===== config.mk =====
export PLATFORM = sky130hd
export DESIGN_NAME = lsu_mem_stage
export DESIGN_NICKNAME = d
export VERILOG_FILES = /design/src/rtl/lsu_mem_stage.sv
export SDC_FILE = /design/constraint.sdc
export NUM_CORES = 1
export LEC_CHECK = 0
export ABC_AREA = 1
export CAP_MARGIN = 20
export CORE_MARGIN = 3
export CORE_UTILIZATION = 45
export CTS_CLUSTER_SIZE = 40
export DETAILED_ROUTE_END_ITERATION = 7
export DONT_BUFFER_PORTS = 1
export SYNTH_ARGS = -nofsm -noshare
export SYNTH_HDL_FRONTEND = slang
export SYNTH_SLANG_ARGS = --single-unit

===== constraint.sdc =====
create_clock -name i_aclk -period 2.45 [get_ports i_aclk]
set_clock_uncertainty 0.05 [all_clocks]
set_input_delay 0.735 -clock i_aclk [delete_from_list [all_inputs] [get_ports i_aclk]]
set_output_delay 0.735 -clock i_aclk [all_outputs]
set_load 0.02 [all_outputs]

===== src/rtl/lsu_mem_stage.sv =====
// Memory-stage load/store unit: turns byte/half/word RISC-V ops into word-wide
// cache transactions, with load extension and read-modify-write for sub-word stores.
module lsu_mem_stage #(
  parameter int ADDR_SIZE = 32,
  parameter int DATA_SIZE = 32
) (
  input  logic                 i_aclk,
  input  logic                 i_reset,
  input  logic                 i_valid,
  input  logic                 i_is_store,
  input  logic [2:0]           i_funct3,
  input  logic [ADDR_SIZE-1:0] i_addr,
  input  logic [DATA_SIZE-1:0] i_wdata,
  output logic                 o_ready,
  output logic                 o_done,
  output logic                 o_exc,
  output logic [DATA_SIZE-1:0] o_rdata,
  output logic                 o_req,
  output logic                 o_req_write,
  output logic [ADDR_SIZE-1:0] o_addr,
  output logic [DATA_SIZE-1:0] o_store_data,
  input  logic                 i_req_ready,
  input  logic                 i_data_valid,
  input  logic [DATA_SIZE-1:0] i_data
);

  typedef enum logic [2:0] {
    S_IDLE, S_RD_REQ, S_RD_WAIT, S_WR_REQ, S_WR_WAIT, S_DONE, S_EXC
  } state_e;

  state_e               state_q, state_d;
  logic [ADDR_SIZE-1:0] addr_q, addr_d;
  logic [2:0]           f3_q, f3_d;
  logic                 store_q, store_d;
  logic [DATA_SIZE-1:0] wdata_q, wdata_d;
  logic [DATA_SIZE-1:0] word_q, word_d;
  logic [DATA_SIZE-1:0] rdata_q, rdata_d;
  logic [1:0]           off;

  assign off = addr_q[1:0];

  function automatic logic legal_op(input logic st, input logic [2:0] f3,
                                    input logic [1:0] o);
    logic ok_f3, ok_al;
    if (st) ok_f3 = (f3 == 3'b000) || (f3 == 3'b001) || (f3 == 3'b010);
    else    ok_f3 = (f3 == 3'b000) || (f3 == 3'b001) || (f3 == 3'b010) ||
                    (f3 == 3'b100) || (f3 == 3'b101);
    case (f3[1:0])
      2'b01:   ok_al = ~o[0];
      2'b10:   ok_al = (o == 2'b00);
      default: ok_al = 1'b1;
    endcase
    return ok_f3 && ok_al;
  endfunction

  function automatic logic [DATA_SIZE-1:0] load_ext(input logic [DATA_SIZE-1:0] w,
                                                    input logic [2:0] f3,
                                                    input logic [1:0] o);
    logic [4:0]           bsh, hsh;
    logic [7:0]           b;
    logic [15:0]          h;
    logic [DATA_SIZE-1:0] r;
    bsh = {o, 3'b000};
    hsh = {o[1], 4'b0000};
    b   = w[bsh +: 8];
    h   = w[hsh +: 16];
    case (f3)
      3'b000:  r = {{(DATA_SIZE-8){b[7]}}, b};
      3'b001:  r = {{(DATA_SIZE-16){h[15]}}, h};
      3'b100:  r = {{(DATA_SIZE-8){1'b0}}, b};
      3'b101:  r = {{(DATA_SIZE-16){1'b0}}, h};
      default: r = w;
    endcase
    return r;
  endfunction

  function automatic logic [DATA_SIZE-1:0] store_merge(input logic [DATA_SIZE-1:0] w,
                                                       input logic [DATA_SIZE-1:0] wd,
                                                       input logic [2:0] f3,
                                                       input logic [1:0] o);
    logic [4:0]           bsh, hsh;
    logic [DATA_SIZE-1:0] r;
    bsh = {o, 3'b000};
    hsh = {o[1], 4'b0000};
    r   = w;
    case (f3[1:0])
      2'b00:   r[bsh +: 8]  = wd[7:0];
      2'b01:   r[hsh +: 16] = wd[15:0];
      default: r = wd;
    endcase
    return r;
  endfunction

  always_comb begin
    state_d = state_q;
    addr_d  = addr_q;
    f3_d    = f3_q;
    store_d = store_q;
    wdata_d = wdata_q;
    word_d  = word_q;
    rdata_d = rdata_q;
    case (state_q)
      S_IDLE: begin
        if (i_valid) begin
          addr_d  = i_addr;
          f3_d    = i_funct3;
          store_d = i_is_store;
          wdata_d = i_wdata;
          if (!legal_op(i_is_store, i_funct3, i_addr[1:0])) begin
            state_d = S_EXC;
          end else if (i_is_store && i_funct3 == 3'b010) begin
            word_d  = i_wdata;
            state_d = S_WR_REQ;
          end else begin
            state_d = S_RD_REQ;
          end
        end
      end
      S_RD_REQ:  if (i_req_ready) state_d = S_RD_WAIT;
      S_RD_WAIT: begin
        if (i_data_valid) begin
          // Sub-word stores reuse the read word as the base of the write.
          if (store_q) begin
            word_d  = store_merge(i_data, wdata_q, f3_q, off);
            state_d = S_WR_REQ;
          end else begin
            rdata_d = load_ext(i_data, f3_q, off);
            state_d = S_DONE;
          end
        end
      end
      S_WR_REQ:  if (i_req_ready) state_d = S_WR_WAIT;
      S_WR_WAIT: if (i_data_valid) state_d = S_DONE;
      S_DONE:    state_d = S_IDLE;
      S_EXC:     state_d = S_IDLE;
      default:   state_d = S_IDLE;
    endcase
  end

  always_ff @(posedge i_aclk) begin
    if (i_reset) begin
      state_q <= S_IDLE;
      addr_q  <= '0;
      f3_q    <= '0;
      store_q <= 1'b0;
      wdata_q <= '0;
      word_q  <= '0;
      rdata_q <= '0;
    end else begin
      state_q <= state_d;
      addr_q  <= addr_d;
      f3_q    <= f3_d;
      store_q <= store_d;
      wdata_q <= wdata_d;
      word_q  <= word_d;
      rdata_q <= rdata_d;
    end
  end

  assign o_ready      = (state_q == S_IDLE);
  assign o_done       = (state_q == S_DONE) || (state_q == S_EXC);
  assign o_exc        = (state_q == S_EXC);
  assign o_rdata      = rdata_q;
  assign o_req        = (state_q == S_RD_REQ) || (state_q == S_WR_REQ);
  assign o_req_write  = (state_q == S_WR_REQ);
  assign o_addr       = {addr_q[ADDR_SIZE-1:2], 2'b00};
  assign o_store_data = word_q;

endmodule


=== Word-level counts from Yosys, hierarchy flattened ===
Index checks and enable logic that the tools add are counted.
W data, S select, Z words.

* Logic and storage cells: 84
* Register bits: 135

* Equal/unequal tests: 24
* Reduce and logical (&&, ||, !) cells: 18
* Bitwise logic cells: 2
* $add $sub $neg: 2
* Mux-type cells: 25
* Shifts and indexed selects: 6

{| class="wikitable"
|+ Operators by type and width
! operator !! number
|-
| $mux W32 || 5
|-
| $pmux W32 S2 || 2
|-
| $pmux W32 S4 || 1
|-
| $bwmux W32 || 2
|-
| $shift A16 B7 Y32 const A || 1
|-
| $shift A8 B7 Y32 const A || 1
|-
| $shiftx A16 B7 Y32 || 1
|-
| $shiftx A32 B6 Y16 || 1
|-
| $shiftx A32 B6 Y8 || 1
|-
| $shiftx A8 B7 Y32 || 1
|-
| $eq A3 B3 Y1 const B || 7
|-
| $mux W3 || 7
|-
| $pmux W3 S5 || 1
|-
| $neg A5 Y7 || 2
|-
| $ne A2 B2 Y1 const B || 5
|-
| $eq A3 B1 Y1 const B || 3
|-
| $eq A3 B2 Y1 const B || 3
|-
| $logic_not A3 Y1 || 3
|-
| $logic_or A1 B1 Y1 || 6
|-
| $ne A2 B1 Y1 const B || 3
|-
| $reduce_and A6 Y1 || 1
|-
| $mux W1 || 5
|-
| $reduce_and A5 Y1 || 1
|-
| $eq A2 B1 Y1 const B || 2
|-
| other kinds (9) || 12
|}

=== Logic depth before layout (Yosys ltp) ===
* Depth after elaboration: 12
* Mapped depth: 15
* Mapped depth without buffers: 12

=== Worst setup path before layout ===
No wires, ideal clock.

* Path type: flip-flop to flip-flop
* Start: register addr_q[1]
* End: register word_q[16], in the netlist o_store_data[16]
* Arrival time: 1.989 ns
* Library setup time: 0.064 ns
* Stages on the path, launching flop included: 16
* Required time: 2.336 ns
* Slack: 0.347 ns
* Cell sequence: dfxtp_1 buf_2 inv_1 buf_2 ha_1 buf_2 inv_1 nor2_1 nand2_1 nand2_1 nand2_1 nand3_1 nand2_1 nand2_1 nand2_1 nor2_1

* Word-level cells in the longest chain between the ends: 7

{| class="wikitable"
|+ Ends and longest elaborated chain
! item !! RTL line !! text
|-
| start: declaration || 32 || <nowiki>logic [ADDR_SIZE-1:0] addr_q, addr_d;</nowiki>
|-
| start signal: assignment || 151 || <nowiki>addr_q <= addr_d;</nowiki>
|-
| $neg A5 Y7 (on tied branches) || 88, 87 ||
|-
| $shiftx A16 B7 Y32, or another cell as far along || 88 || <nowiki>2'b01: r[hsh +: 16] = wd[15:0];</nowiki>
|-
| $bwmux W32 (on tied branches) || 88, 87 ||
|-
| $pmux W32 S2 (*) || 86 || <nowiki>case (f3[1:0])</nowiki>
|-
| $mux W32 (*) || 123 || <nowiki>if (store_q) begin</nowiki>
|-
| $mux W32 (*) || 121 || <nowiki>if (i_data_valid) begin</nowiki>
|-
| $pmux W32 S2 (*) || 102 || <nowiki>case (state_q)</nowiki>
|-
| end signal: assignment || 155 || <nowiki>word_q <= word_d;</nowiki>
|-
| end: declaration || 36 || <nowiki>logic [DATA_SIZE-1:0] word_q, word_d;</nowiki>
|}

Mark *: on every way between the ends. The rest lies on a longest branch, timed or not. The select of a mux whose other input is x is not followed.
A chain may end at the register's enable or synchronous reset.

=== Final worst setup path ===
* Start: register state_q[1]
* End: output o_done

* Word-level cells in the longest chain between the ends: 2

{| class="wikitable"
|+ Ends and longest elaborated chain
! item !! RTL line !! text
|-
| start: declaration || 31 || <nowiki>state_e state_q, state_d;</nowiki>
|-
| start signal: assignment || 150 || <nowiki>state_q <= state_d;</nowiki>
|-
| $eq A3 B3 Y1 || 161 || <nowiki>assign o_done = (state_q == S_DONE) || (state_q == S_EXC);</nowiki>
|-
| $logic_or A1 B1 Y1 (*) || 161 ||
|-
| end: declaration || 15 || <nowiki>output logic o_done,</nowiki>
|}

Mark *: on every way between the ends. The rest lies on a longest branch, timed or not.

==> summary.md <==
| Metric | Value |
|---|---|
| Most frequent cells in the layout | 363 x nand2_1, 183 x nor2_1, 137 x a21oi_1, 134 x dfxtp_1, 125 x inv_1 |
| Post-CTS Setup Inserts | 0 |
| Top delay family on crit path | flip-flops |
| # DRC | 0 |
| RR Startpoint | addr_q[0] |
| Sequential share of the synthesized area | 33.72% |
| CP Max Fanout | 7 |
| Maximum vdd drop | 0.8396 mV |
| Hold_buf cts | 0 |
| Hold Crit Class | in -> reg |
| Routed met1 length | 10.21 mm |
| FF/Latch Area | 0.002704 mm² |
| Crit path buf inv count | 0 |
| Cell area after layout | 0.008554 mm² |
| Synthesized area | 0.008014 mm² |
| Max Used Layer | met4 |
| Crit start category | register |
| Crit. End Element | primary output |
| Fmax | between 400 and 500 MHz |
| CTS clock-pin slew for the worst setup and hold paths | approximately 0.060 ns |
| Pwr Density | 1201 mW/mm² |
| Outcome | complete, no violations |
| Post-Route Setup TNS | 0 ns |
| YS warnings | 0 |
| Pin count of the biggest net entering global routing | 77 |
| Clock sink count | 135 |
| Synth Area in XOR/XNOR | 0% |
| Syn Area/Cell | 6.085 µm² |
| DR WL met2 | approximately 12 mm |
| Max-cap violations | 0 |
| # fillers | 1911 |
| Via count | 7835 |
| Slew Limit Fails | 0 |
| Worst R2R Setup Slack | 0.45 ns |
| Hold_sp | i_reset |
| Worst-margin pin slew | 0.6406 ns |
| Met3 WL | 2.092 mm |
| Pre-antenna DRT Iters | 5 |
| DP Area | between 0.007 and 0.008 mm² |
| Post-synth ARST share | 0% |
| Layout cells sized above 1 | 5.476% |
| Global-route wire length before repair | 38.75 mm |
| Tot GR Track Use | 24.77% |
| EDFF count, synth | 0 |
| Leakage | 3.897 nW |
| Most common cell after layout, fill and taps aside | nand2_1 |
| Post-DP HPWL | ~18 mm |
| Vias per cell | roughly 5.3 |
| Antenna violations before repair | 0 |
| Mux cell area share after synthesis | 0% |
| Die Y-Extent | 139.5 µm |
| WL final | 24.88 mm |
| Mapped Cells | 1317 |
| RSZ-0062 raised after global routing | no |
| CTS max path bufs | 2 |
| Vias in the first global route | 7123 |
| CP required | 1.66 ns |
| Slew headroom | 57.29% |
| GRT overflow | 0 |
| CTS tree | yes |
| Primary FF master, synth | dfxtp_1 |
| Hold Path Depth | 1 |
| H-tree depth | 4 |
| CTS resizes | 0 |
| Final ANT Viol Nets | 0 |
| CP max stage delay | 0.45 ns |
| Largest family of logic cells by synthesized area | simple AND/OR/NAND/NOR gates |
| Worst-Skew Late Latency | 0.42 ns |
| Area taken by multi-input logic gates | 0.004161 mm² |
| Die W | 139.5 µm |
| Adder-cell area share of the yosys netlist | 1.249% |
| Hold Path Sink | wdata_q[20] |
| Hold Vio Cnt, Final | 0 |
| Core box area | around 0.017 mm² |
| Die area | 0.01945 mm² |
| # port buffers | 0 |
| Total CTS buffers | 17 |
| Crit path time final | 2.192 ns |
| Distinct cells, synth | 27 |
| Initial drt markers | 576 |
| Fin crit share | 89.46% |
| Synth Area in Simple Gates | 33.49% |
| Initial core utilization | 46.17% |
| Area Overhead vs Synth | 6.745% |
| Synth Area in Compound Gates | approximately 17% |
| CP Class | reg -> out |
| CP cell instances | o21ai_0 > nor2_1 |
| Rows | 48 |
| Setup WS post-layout | 0.2583 ns |
| Clock root cell | clkbuf_16 |
| N_diodes | 0 |
| Max stage delay cell, worst path | dfxtp_1 |
| Reg2Reg Depth | 12 |
| Final setup viols | 0 |
| Nets | 1360 |
| Drt wl/cell | about 17 µm |
| Worst r2r dst | o_store_data[20] |
| GP Congestion | about 0.94 |
| Synthesized flop and latch total | 135 |
| Setup WS pre-CTS | 0.3214 ns |
| Ports | 206 |
| Crit path DAT | between 1 and 1.5 ns |
report_power, final:
part	internal, mW	switching, mW	total, mW
Combinational	1.22	2.81	4.03
Sequential	2.66	0.679	3.34
Clock	1.92	0.983	2.90
Total	5.80	4.48	10.3
metal layers:
layer	vias up	GRT usage [%]
met4	0	8.651
met3	42	7.629
met2	281	40.59
met1	3513	30.94
li1	3999	-
met5	-	0
cell type report:
class | count | share of cell area, %
timing repair buffer | 23 | 2.896
multi-input combinational | 941 | 48.65
clock buffer | 22 | 5.660
sequential | 135 | 31.61
clock inverter | 10 | 2.209
tap | 225 | 3.291
inverter | 129 | 5.690
flip-flops by register name (all words and copies together) (netlist names):
| register | flops |
|---|---|
| store_q | 1 |
| wdata_q | 32 |
| addr_q | 32 |
| o_rdata | 32 |
| state_q | 3 |
| f3_q | 3 |
| o_store_data | 32 |
Yosys cell counts (6+ instances only):
| library cell | number | area (µm²) |
|---|---|---|
| o21ai_1 | 51 | 255.2 |
| inv_1 | 125 | 469.2 |
| buf_2 | 34 | 170.2 |
| nand2_1 | 363 | 1363 |
| nor3_1 | 9 | 45.04 |
| nand3_1 | 99 | 495.5 |
| buf_6 | 7 | 78.83 |
| o21ai_0 | 59 | 295.3 |
| o211ai_1 | 17 | 127.6 |
| dfxtp_1 | 135 | 2703 |
| clkbuf_1 | 26 | 97.59 |
| ha_1 | 8 | 100.1 |
| buf_4 | 39 | 292.8 |
| a21oi_1 | 137 | 685.7 |
| nor2_1 | 183 | 686.9 |
| buf_1 | 6 | 22.52 |
kinds of logic after synthesis:
logic type,after synthesis
and+or+nand+nor,666
buffers and inverters,242
other,1
DFF,135
AOI/OAI and AO/OA,265
adders and majority gates,8
through the flow:
step	utilization, %	hold slack [ns]	total power [mW]	cells
2_1_floorplan	-	0.3902	6.519	1318
3_3_place_gp	45.41	0.3961	7.394	1453
3_5_place_dp	45.41	0.3988	7.399	1453
4_1_cts	49.29	0.3344	10.32	1485
5_1_grt	49.29	0.3447	11.02	1485
6_report	49.29	0.3680	10.28	1485
worst register-to-register path: stages (launching register included):
cell	delay [ns]
dfxtp_1	0.32
inv_1	0.11
ha_1	0.32
inv_1	0.07
nor2_1	0.46
nand2_1	0.12
nand2_1	0.08
nand2_1	0.08
nand3_1	0.10
nand2_1	0.06
nand2_1	0.06
nand2_1	0.05
nor2_1	0.07
worst max path at each step:
| stage | startpoint | endpoint | slack, ns | cells after the start |
|---|---|---|---|---|
| after detailed placement | i_funct3[0] | o_store_data[10] | 0.32 | 12 |
| after floorplan | addr_q[1] | o_store_data[16] | 0.35 | 15 |
| after global routing | state_q[1] | o_done | 0.20 | 2 |
| after global placement | i_funct3[0] | o_store_data[10] | 0.35 | 12 |
| final | state_q[1] | o_done | 0.26 | 2 |
| after CTS | state_q[1] | o_done | 0.25 | 2 |
Note: power is estimated with default switching activity, not from simulation.
